File: src/rtl/sms23_17_inv_seq.sv
// rtl/sms23_17_inv_seq.sv - iterative GF(2^6) x^26 sequencer (inverse of the x^17 S-box), build macro SMS23_INV_OVERLAP_EN
// Outer field: polynomial basis GF(2^6) mod x^6 + x + 1.
// Inner arithmetic: GF((2^2)^3), GF(4) = {0,1,w,w^2} with w^2 = w + 1, cubic extension z^3 = w.
// Composite element bits: [5:4] = z^2 coeff, [3:2] = z coeff, [1:0] = const coeff, each GF(4) as {w, 1}.
// The basis change maps the polynomial root x to beta = 1 + z + z^2, which satisfies beta^6 = beta + 1.

module sms23_17_inv_seq (
  input  logic       clk,
  input  logic       rst_n,
  input  logic       in_valid,
  output logic       in_ready,
  input  logic [5:0] x,
  output logic       out_valid,
  input  logic       out_ready,
  output logic [5:0] y,
  output logic       busy
);

  typedef enum logic [1:0] {
    S_IDLE = 2'd0,
    S_EXP  = 2'd1,
    S_DONE = 2'd2
  } state_t;

  // Low four bits of the exponent 26 = 5'b11010; the leading 1 is the initial acc = base.
  localparam logic [3:0] EXP_BITS = 4'b1010;
  localparam logic [5:0] GF64_ONE = 6'b000001;

  // GF(4) multiply: (a1 w + a0)(b1 w + b0) reduced with w^2 = w + 1.
  function automatic logic [1:0] gf4_mul(input logic [1:0] a, input logic [1:0] b);
    gf4_mul = {(a[1] & b[1]) ^ (a[1] & b[0]) ^ (a[0] & b[1]),
               (a[1] & b[1]) ^ (a[0] & b[0])};
  endfunction

  // GF(4) square: Frobenius, swaps w and w^2.
  function automatic logic [1:0] gf4_sq(input logic [1:0] a);
    gf4_sq = {a[1], a[1] ^ a[0]};
  endfunction

  // GF(4) multiply by the constant w.
  function automatic logic [1:0] gf4_mulw(input logic [1:0] a);
    gf4_mulw = {a[1] ^ a[0], a[1]};
  endfunction

  // Polynomial basis -> composite basis; columns are beta^0 .. beta^5.
  function automatic logic [5:0] iso(input logic [5:0] v);
    iso = {v[3] ^ v[4],
           v[1] ^ v[2] ^ v[4],
           v[2] ^ v[4] ^ v[5],
           v[1] ^ v[3],
           v[5],
           v[0] ^ v[1] ^ v[2] ^ v[4] ^ v[5]};
  endfunction

  // Composite basis -> polynomial basis; exact inverse of iso().
  function automatic logic [5:0] inv_iso(input logic [5:0] c);
    inv_iso = {c[1],
               c[1] ^ c[2] ^ c[3] ^ c[4] ^ c[5],
               c[1] ^ c[2] ^ c[3] ^ c[4],
               c[2] ^ c[4] ^ c[5],
               c[1] ^ c[3] ^ c[4],
               c[0] ^ c[1] ^ c[4]};
  endfunction

  // Composite square: (a0 + a1 z + a2 z^2)^2 = a0^2 + w a2^2 z + a1^2 z^2.
  function automatic logic [5:0] gf64_sq(input logic [5:0] a);
    gf64_sq = {gf4_sq(a[3:2]), gf4_mulw(gf4_sq(a[5:4])), gf4_sq(a[1:0])};
  endfunction

  // Composite multiply: schoolbook over GF(4), z^3 = w and z^4 = w z fold the high terms.
  function automatic logic [5:0] gf64_mul(input logic [5:0] a, input logic [5:0] b);
    logic [1:0] p00, p01, p02, p10, p11, p12, p20, p21, p22;
    p00 = gf4_mul(a[1:0], b[1:0]);
    p01 = gf4_mul(a[1:0], b[3:2]);
    p02 = gf4_mul(a[1:0], b[5:4]);
    p10 = gf4_mul(a[3:2], b[1:0]);
    p11 = gf4_mul(a[3:2], b[3:2]);
    p12 = gf4_mul(a[3:2], b[5:4]);
    p20 = gf4_mul(a[5:4], b[1:0]);
    p21 = gf4_mul(a[5:4], b[3:2]);
    p22 = gf4_mul(a[5:4], b[5:4]);
    gf64_mul = {p02 ^ p11 ^ p20,
                p01 ^ p10 ^ gf4_mulw(p22),
                p00 ^ gf4_mulw(p12 ^ p21)};
  endfunction

  state_t     state_q, state_d;
  logic [1:0] cnt_q, cnt_d;
  logic [5:0] acc_q, acc_d;
  logic [5:0] base_q, base_d;
  logic [5:0] y_q, y_d;
  logic       out_valid_q, out_valid_d;
  logic       in_ready_q, in_ready_d;
  logic       busy_q, busy_d;

  logic [5:0] x_iso;
  logic [5:0] acc_sq;
  logic [5:0] mul_b;
  logic [5:0] acc_step;
  logic [5:0] y_step;
  logic       accept;

  // Single squarer and single multiplier shared across all four exponent steps.
  always_comb begin
    x_iso    = iso(x);
    acc_sq   = gf64_sq(acc_q);
    mul_b    = EXP_BITS[2'd3 - cnt_q] ? base_q : GF64_ONE;
    acc_step = gf64_mul(acc_sq, mul_b);
    y_step   = inv_iso(acc_step);
  end

`ifdef SMS23_INV_OVERLAP_EN
  // A retiring result frees the datapath in the same cycle, so DONE can take a new operand.
  assign in_ready = in_ready_q | (out_valid_q & out_ready);
`else
  assign in_ready = in_ready_q;
`endif

  assign accept    = in_valid & in_ready;
  assign out_valid = out_valid_q;
  assign y         = y_q;
  assign busy      = busy_q;

  // Next-state and next-output logic for the IDLE/EXP/DONE sequencer.
  always_comb begin
    state_d     = state_q;
    cnt_d       = cnt_q;
    acc_d       = acc_q;
    base_d      = base_q;
    y_d         = y_q;
    out_valid_d = out_valid_q;
    case (state_q)
      S_IDLE: begin
        if (accept) begin
          base_d  = x_iso;
          acc_d   = x_iso;
          cnt_d   = 2'd0;
          state_d = S_EXP;
        end
      end
      S_EXP: begin
        acc_d = acc_step;
        cnt_d = cnt_q + 2'd1;
        if (cnt_q == 2'd3) begin
          y_d         = y_step;
          out_valid_d = 1'b1;
          state_d     = S_DONE;
        end
      end
      S_DONE: begin
        if (out_ready) begin
          out_valid_d = 1'b0;
          if (accept) begin
            base_d  = x_iso;
            acc_d   = x_iso;
            cnt_d   = 2'd0;
            state_d = S_EXP;
          end else begin
            state_d = S_IDLE;
          end
        end
      end
      default: begin
        out_valid_d = 1'b0;
        state_d     = S_IDLE;
      end
    endcase
    in_ready_d = (state_d == S_IDLE);
    busy_d     = (state_d != S_IDLE);
  end

  // State and registered outputs; reset aborts any operation in flight.
  always_ff @(posedge clk or negedge rst_n) begin
    if (!rst_n) begin
      state_q     <= S_IDLE;
      cnt_q       <= 2'd0;
      acc_q       <= 6'd0;
      base_q      <= 6'd0;
      y_q         <= 6'd0;
      out_valid_q <= 1'b0;
      in_ready_q  <= 1'b1;
      busy_q      <= 1'b0;
    end else begin
      state_q     <= state_d;
      cnt_q       <= cnt_d;
      acc_q       <= acc_d;
      base_q      <= base_d;
      y_q         <= y_d;
      out_valid_q <= out_valid_d;
      in_ready_q  <= in_ready_d;
      busy_q      <= busy_d;
    end
  end

endmodule

File: config.mk
export PLATFORM = sky130hd
export DESIGN_NAME = sms23_17_inv_seq
export DESIGN_NICKNAME = d
export VERILOG_FILES = /design/src/rtl/sms23_17_inv_seq.sv
export SDC_FILE = /design/constraint.sdc
export NUM_CORES = 1
export LEC_CHECK = 0
export ABC_AREA = 1
export BUFFER_PORTS_ARGS = -buffer_cell sky130_fd_sc_hd__buf_2
export CAP_MARGIN = 20
export CORE_ASPECT_RATIO = 0.9
export CORE_MARGIN = 4
export CORE_UTILIZATION = 45
export CTS_BUF_LIST = sky130_fd_sc_hd__clkbuf_8
export DETAILED_ROUTE_END_ITERATION = 7
export GPL_TIMING_DRIVEN = 0
export PLACE_DENSITY_LB_ADDON = 0.15
export SKIP_LAST_GASP = 1
export SYNTH_ARGS = -nofsm -noshare
export SYNTH_HDL_FRONTEND = slang
export SYNTH_SLANG_ARGS = --single-unit
File: constraint.sdc
create_clock -name clk -period 4.79 [get_ports clk]
set_input_delay 0.7185 -clock clk [delete_from_list [all_inputs] [get_ports clk]]
set_output_delay 0.7185 -clock clk [all_outputs]
set_load 0.02 [all_outputs]
==> results of run 1 <==
layout make-up:
| type | instances | area, µm² | area share (%) |
|---|---|---|---|
| multi-input cells | 222 | 1110 | 52.7 |
| flip-flops and latches | 25 | 627 | 29.6 |
| inverters | 41 | 154 | 7.27 |
| repair buffers | 18 | 90.1 | 4.26 |
| well taps | 48 | 60.1 | 2.84 |
| clock buffers | 3 | 41.3 | 1.95 |
| plain buffers | 5 | 22.5 | 1.06 |
| clock inverters | 1 | 7.51 | 0.355 |
synthesized netlist by cell type, drive strengths merged, types with 2 or more instances:
library cell  number  area (µm²)
xor2              21         191
nand3             29         145
o21a               2        15.0
o211ai             3        22.5
xnor2              4        35.0
o221ai             2        17.5
nor2              25        96.4
inv               41         154
ha                 3        37.5
o21ai             12        60.1
nand2            113         439
buf                3        15.0
dfrtp             24         601
nand4              2        12.5
clkbuf             2        7.51
kinds of logic (layout without fill, tap and decap cells):
kind of cell,count (synthesis),count (layout)
simple gates,171,171
buf+inv,46,68
xor+xnor,25,25
flops,25,25
compound gates,23,23
fa+ha+maj,3,3
routing by layer:
metal / track usage (%) / vias to the layer above
met2: 26.4 / 40
li1: - / 950
met1: 25.6 / 789
met5: 0 / -
met4: 3.22 / 0
met3: 2.45 / 4
worst max-delay path: stages, from the launching register on:
cell                      delay, ns
sky130_fd_sc_hd__dfrtp_1       0.48
sky130_fd_sc_hd__inv_2         0.23
sky130_fd_sc_hd__ha_1          0.21
sky130_fd_sc_hd__nor2_1        0.06
sky130_fd_sc_hd__nor2_2        0.33
sky130_fd_sc_hd__nand3_1       0.15
sky130_fd_sc_hd__nand2_1       0.09
sky130_fd_sc_hd__nand2_1       0.06
sky130_fd_sc_hd__nand2_1       0.07
sky130_fd_sc_hd__nand2_1       0.04
sky130_fd_sc_hd__nand2_1       0.19
sky130_fd_sc_hd__inv_1         0.09
sky130_fd_sc_hd__nand2_1       0.07
sky130_fd_sc_hd__nand3_1       0.08
sky130_fd_sc_hd__nand2_1       0.07
sky130_fd_sc_hd__nand2_1       0.04
sky130_fd_sc_hd__nand2_1       0.06
sky130_fd_sc_hd__nand2_1       0.07
sky130_fd_sc_hd__nand2_1       0.06
sky130_fd_sc_hd__nand2_1       0.05
sequential cells by signal, indices dropped and copies added, names as in the netlist:
register and flops:
acc_q 6, base_q 6, busy 1, cnt_q 2, in_ready 1, out_valid 1
state_q 2, y 6
metrics by stage:
stage | instances | instance area, µm²
final | 363 | 2120
after global routing | 363 | 2120
after CTS | 363 | 2120
after detailed placement | 359 | 2070
after global placement | 359 | 2070
after floorplan | 293 | 1920
final timing paths:
kind	depth (start not counted)	end	from	slack, ns
max	19	y[4]	cnt_q[0]	2.17
min	1	state_q[1]	rst_n	0.43
max reg2reg	19	y[4]	cnt_q[0]	2.17
min reg2reg	2	y[1]	y[1]	0.48
max in group asynchronous	1	acc_q[0]	rst_n	3.98
min in group clk	2	y[1]	y[1]	0.48
placed cells by master, fill, tap and decap left out, types with 2 or more instances in the layout:
master and n:
sky130_fd_sc_hd__buf_2 21, sky130_fd_sc_hd__inv_1 38, sky130_fd_sc_hd__nor2_1 24, sky130_fd_sc_hd__clkbuf_1 2
sky130_fd_sc_hd__xnor2_1 4, sky130_fd_sc_hd__o221ai_1 2, sky130_fd_sc_hd__nand4_1 2, sky130_fd_sc_hd__nand2_1 109
sky130_fd_sc_hd__nand2_2 3, sky130_fd_sc_hd__clkbuf_8 3, sky130_fd_sc_hd__o211ai_1 3, sky130_fd_sc_hd__o21ai_0 11
sky130_fd_sc_hd__xor2_1 20, sky130_fd_sc_hd__inv_2 3, sky130_fd_sc_hd__ha_1 3, sky130_fd_sc_hd__o21a_1 2
sky130_fd_sc_hd__dfrtp_1 24, sky130_fd_sc_hd__nand3_1 29
==> flow_metrics.tcl, run 1 <==
set metrics [dict create \
    syn_avg_cell_area_um2 6.55 \
    finalCritPeriodShare_pct 54.6 \
    cp_data_required_time_ns 4.95 \
    fillCellCount 413 \
    topRoutingLayerUsed "met4" \
    synth_seq_area_share_pct 32.7 \
    timing.critical_path.arrival_ns 2.78 \
    detailroute.wirelength.met2_um 1840 \
    start_util_pct 46.8 \
    worst_hold_slack_ns 0.434 \
    wl_per_cell_um 11.9 \
    post_synth_fa_ha_maj_area_fraction_pct 1.96 \
    critical_path_peak_fanout 11 \
    nature_of_the_critical_path_endpoint "flip-flop" \
    totalNegativeSetupSlack_ns 0 \
    route.vias.total 1783 \
    final.setup_skew_ns 0.00631 \
    final_core_util_pct 51.6 \
    number_of_buffers_on_the_longest_clock_path 2 \
    grt.total_usage_pct 17.2 \
    timing_hold_violations_final 0 \
    io_pins 19 \
    grt_setup_unrepaired "no" \
    cts_repair_resize_count 0 \
    io_buffers 18 \
    synth_warnings 0 \
    synth.net_count 306 \
    routed_wl_um 4320 \
    timing_worst_setup_path_type "flip-flop to flip-flop" \
    core-area_mm2 0.00410 \
    full_die_area_mm2 0.00537 \
    outcome "complete, no violations" \
    grt_antenna_before_repair 0 \
    grt_remaining_overflow 0 \
    flip_flop_and_latch_count_after_synthesis 25 \
    count_of_flip_flops_with_a_built_in_enable_after_synthesis 0 \
    synth_flop_cell "sky130_fd_sc_hd__dfrtp_1" \
    slew_violations 0 \
    holdBufCountCts 0 \
    worst_pin_slew_ns 0.562 \
    number_of_buffers_created_by_cts 3 \
    post_drt_via_cell_ratio 4.91 \
    width_of_the_die_um 76.8 \
    mappedNetlistArea_mm2 0.00192 \
    master_cell_of_the_clock_root_buffer "sky130_fd_sc_hd__clkbuf_8" \
    clock_insertion_delay_worst_skew_ns 0.27 \
    yosys-mux-area-fraction_pct 0 \
    worst_hold_path_type "primary input to asynchronous set/reset pin" \
    synth_cell_types 28 \
    number_of_buffers_inserted_by_post_cts_setup_repair 0 \
    grt_start_max_net_pins 26 \
    detailroute.wirelength.met3_um 180 \
    asyncSetResetFlopFracSynth_pct 100 \
    yosys.area_share.xor_xnor_pct 11.8 \
    placement_rows 22 \
    placement.setup.worst_slack_ns 2.20 \
    cp-start-kind "flip-flop" \
    netlist_instances 293 \
    synth-compound-area-share_pct 7.50 \
    slew-limit-headroom_pct 62.6 \
    timing.final.crit_period_ns 2.62 \
    post-dp-hpwl_um 3530 \
    chipHeight_um 69.9 \
    cts.sink_count 25 \
    worst_setup_hold_path_clk_slew_ns 0.09 \
    grt_pass1_wl_um 7670 \
    globalplace.congestion 0.931 \
    final_nets 329 \
    detailedRoute.firstIterationViolations 120 \
    drtAntennaViolNets 0 \
    dr.pass1.iters 4 \
    antenna-diode-count 0 \
    routedLengthMet1_um 2250 \
    max_fclk_mhz 382 \
    post-route-drc-count 0 \
    tritoncts "done" \
    syn2layout_area_growth_pct 10.4 \
    drive_above_1_share_pct 11.1 \
    maxCapViolCount 0 \
    post_synth_and_or_nand_nor_area_fraction_pct 36.9 \
    setup_viol_count_final 0 \
    timing.final.ws_setup_ns 2.17 \
    grt_pass1_vias 1644 \
    htree_levels 1 \
    combinational_family_with_the_most_area_after_synthesis "simple AND/OR/NAND/NOR gates" \
]
Power of run 1 is left out: the tool's default activity adds up to more than one toggle a clock period on the data nets, which glitch-free logic cannot reach.
==> inputs of run 2 (changes only) <==
--- a/config.mk
+++ b/config.mk
@@ -5,7 +5,7 @@
 export SDC_FILE = /design/constraint.sdc
 export NUM_CORES = 1
 export LEC_CHECK = 0
-export ABC_AREA = 1
+export ABC_AREA = 0
 export BUFFER_PORTS_ARGS = -buffer_cell sky130_fd_sc_hd__buf_2
 export CAP_MARGIN = 20
 export CORE_ASPECT_RATIO = 0.9
==> constraint.sdc (replaced) <==
create_clock -name clk -period 2.53 [get_ports clk]
set_input_delay 0.3795 -clock clk [delete_from_list [all_inputs] [get_ports clk]]
set_output_delay 0.3795 -clock clk [all_outputs]
set_load 0.02 [all_outputs]
==> run 2 against run 1 <==
Effect of this change: the run now ends with negative setup slack left; sequential cell count stayed put; first-iteration DRC count stayed put; final area is 4.8% higher; via count is 11% lower; critical path type unchanged.
==> flow_metrics.tcl, run 2 <==
set metrics [dict create \
    area_share_of_the_leading_cell_type_in_the_synthesized_netlist_pct 32.9 \
    worst_hold_path_type "primary input to asynchronous set/reset pin" \
    timing_worst_setup_path_type "flip-flop to flip-flop" \
    slew_violations 0 \
    placement.setup.worst_slack_ns -0.385 \
    failing_checks "negative setup slack" \
    grt_start_max_net_pins 26 \
    synth_flop_cell "sky130_fd_sc_hd__dfrtp_1" \
    dr.pass1.iters 4 \
    seqCellArea_um2 628 \
    cp_data_required_time_ns 2.69 \
    detailroute.wirelength.met2_um 1940 \
    drive_above_1_share_pct 27.1 \
    post-route-drc-count 0 \
    post_dp_cell_area_mm2 0.00202 \
    outcome "complete, but fails checks" \
    holdBufCountCts 0 \
    fillCellCount 363 \
    post_drt_via_cell_ratio 5.39 \
    post-dp-hpwl_um 3110 \
    detailedRoute.firstIterationViolations 120 \
    grt_antenna_before_repair 0 \
    layout.cells.most_common "sky130_fd_sc_hd__nand2_1" \
    drtAntennaViolNets 0 \
    critical_path_peak_fanout 3 \
    syn2layout_area_growth_pct 21.4 \
    finalInstanceArea_mm2 0.00222 \
    worst_setup_hold_path_clk_slew_ns 0.09 \
    worst_pin_slew_ns 0.653 \
    grt_pass1_vias 1363 \
    full_die_area_mm2 0.00515 \
    io_buffers 18 \
    synth_seq_area_share_pct 34.3 \
    multiInputGateArea_mm2 0.00121 \
    tritoncts "done" \
    grt_setup_unrepaired "yes" \
    core-area_mm2 0.00381 \
    number_of_buffers_on_the_longest_clock_path 2 \
    clock_insertion_delay_worst_skew_ns 0.27 \
    io_pins 19 \
    max_fclk_mhz 393 \
    cp-start-kind "flip-flop" \
    start_util_pct 48.0 \
    routedLengthMet1_um 2170 \
    htree_levels 1 \
    most-common-layout-cells "sky130_fd_sc_hd__nand2_1 (41), sky130_fd_sc_hd__dfrtp_1 (23), sky130_fd_sc_hd__buf_2 (21)" \
    cp-startpoint "cnt_q[0]" \
    timing.critical_path.arrival_ns 2.71 \
    grt_remaining_overflow 0 \
    rr_endpoint "y[1]" \
    asyncSetResetFlopFracSynth_pct 100 \
    synth_warnings 0 \
    antenna-diode-count 0 \
    detailroute.wirelength.met3_um 278 \
    routed_wl_um 4400 \
    globalplace.congestion 0.827 \
    wl_per_cell_um 15.0 \
    master_cell_of_the_clock_root_buffer "sky130_fd_sc_hd__clkbuf_8" \
    synth_cell_types 40 \
    reg2regPathDepth 10 \
    width_of_the_die_um 75.2 \
    r2r_setup_slk_ns -0.01 \
    maxCapViolCount 0 \
    final_nets 261 \
    number_of_buffers_created_by_cts 3 \
    synth_commonest_cells "sky130_fd_sc_hd__nand2_1 (42), sky130_fd_sc_hd__xnor2_1 (25), sky130_fd_sc_hd__dfrtp_1 (24), sky130_fd_sc_hd__o21ai_0 (20), sky130_fd_sc_hd__nor2_1 (10)" \
    slew-limit-headroom_pct 56.3 \
    route.vias.total 1578 \
    finalCritPeriodShare_pct 101 \
    timing_hold_violations_final 0 \
    synth.net_count 228 \
    timing.final.ws_setup_ns -0.0143 \
    grt_pass1_wl_um 7010 \
    mappedNetlistArea_mm2 0.00183 \
    syn_avg_cell_area_um2 8.50 \
    final_core_util_pct 58.2 \
    netlist_instances 215 \
    setup_viol_count_final 1 \
    ys_top_cells_by_area "sky130_fd_sc_hd__dfrtp_1 (33%), sky130_fd_sc_hd__xnor2_1 (12%), sky130_fd_sc_hd__nand2_1 (8.6%), sky130_fd_sc_hd__o21ai_0 (5.5%), sky130_fd_sc_hd__xor2_1 (4.3%)" \
    flip_flop_and_latch_count_after_synthesis 25 \
    chipHeight_um 68.5 \
    nature_of_the_critical_path_endpoint "flip-flop" \
    synth.most_common_cell "sky130_fd_sc_hd__nand2_1" \
    cts.sink_count 25 \
    post-synth-top-area-cell "sky130_fd_sc_hd__dfrtp_1" \
    placement_rows 21 \
    grt.total_usage_pct 18.4 \
    timing.final.crit_period_ns 2.54 \
    topRoutingLayerUsed "met4" \
    count_of_flip_flops_with_a_built_in_enable_after_synthesis 0 \
    final.setup_skew_ns 0.00586 \
    totalNegativeSetupSlack_ns -0.0143 \
    reg2reg_from "cnt_q[0]" \
]
-- run 2: cell types whose count changed after synthesis, moves of 4 or more --
cell,delta
sky130_fd_sc_hd__a21o_1,+4
sky130_fd_sc_hd__a21oi_1,+8
sky130_fd_sc_hd__clkbuf_1,+6
sky130_fd_sc_hd__inv_1,-34
sky130_fd_sc_hd__nand2_1,-67
sky130_fd_sc_hd__nand2b_1,+6
sky130_fd_sc_hd__nand3_1,-24
sky130_fd_sc_hd__nor2_1,-14
sky130_fd_sc_hd__nor2b_1,+6
sky130_fd_sc_hd__o21ai_0,+9
sky130_fd_sc_hd__xnor2_1,+21
sky130_fd_sc_hd__xor2_1,-11
-- run 2: through the flow --
stage                     instances  hold slack, ns
after floorplan                 215          0.0839
after global placement          279           0.407
after detailed placement        279           0.407
after CTS                       290           0.112
after global routing            293           0.137
final                           293          0.0906
-- run 2: logic make-up (layout without fill, tap and decap cells) --
kind of cell / after synthesis / in the layout / share of synthesized area [%]
compound gates: 51 / 51 / 17.2
xor+xnor: 38 / 38 / 21.0
fa+ha+maj: 3 / 3 / 2.05
buf+inv: 20 / 52 / 5.13
flops: 25 / 25 / 34.3
mux: 3 / 3 / 1.71
simple gates: 75 / 75 / 18.5
-- run 2: routing by layer --
metal	track usage (%)	up-vias
li1	-	780
met1	28.4	742
met2	26.6	54
met3	3.82	2
met4	3.06	0
met5	0	-
-- run 2: worst max-delay path, cell delays in order, from the launching register on --
cell and delay, ns:
sky130_fd_sc_hd__dfrtp_1 0.38, sky130_fd_sc_hd__buf_6 0.14, sky130_fd_sc_hd__inv_8 0.04, sky130_fd_sc_hd__ha_4 0.15, sky130_fd_sc_hd__o21a_4 0.23, sky130_fd_sc_hd__nand2_4 0.06
sky130_fd_sc_hd__xnor2_2 0.13, sky130_fd_sc_hd__xnor2_2 0.14, sky130_fd_sc_hd__xnor3_2 0.46, sky130_fd_sc_hd__xnor3_2 0.41, sky130_fd_sc_hd__mux2_4 0.28
-- run 2: layout make-up --
| type | instances | area share [%] |
|---|---|---|
| Clock inverter | 1 | 0.169 |
| Buffer | 16 | 4.06 |
| Clock buffer | 3 | 1.86 |
| Tap cell | 46 | 2.59 |
| Sequential cell | 25 | 28.3 |
| Timing Repair Buffer | 28 | 7.44 |
| Multi-Input combinational cell | 170 | 54.5 |
| Inverter | 4 | 1.02 |
-- run 2: timing repair --
action                                 4_1_cts  5_1_grt
endpoints found under the hold margin        0        0
pin swaps                                    8        5
resized for setup                            9       14
setup buffers                                7        3
setup endpoints to repair                    4        4
-- run 2: how the worst max path moves through the flow --
stage | end | slack, ns | cells after the start
global placement | y[1] | -0.38 | 10
CTS | y[1] | -0.03 | 10
global route | y[3] | -0.09 | 11
finish | y[1] | -0.01 | 10
detailed placement | y[1] | -0.39 | 10
floorplan | y[1] | 0.007 | 10
Power of run 2 is left out for the same reason.
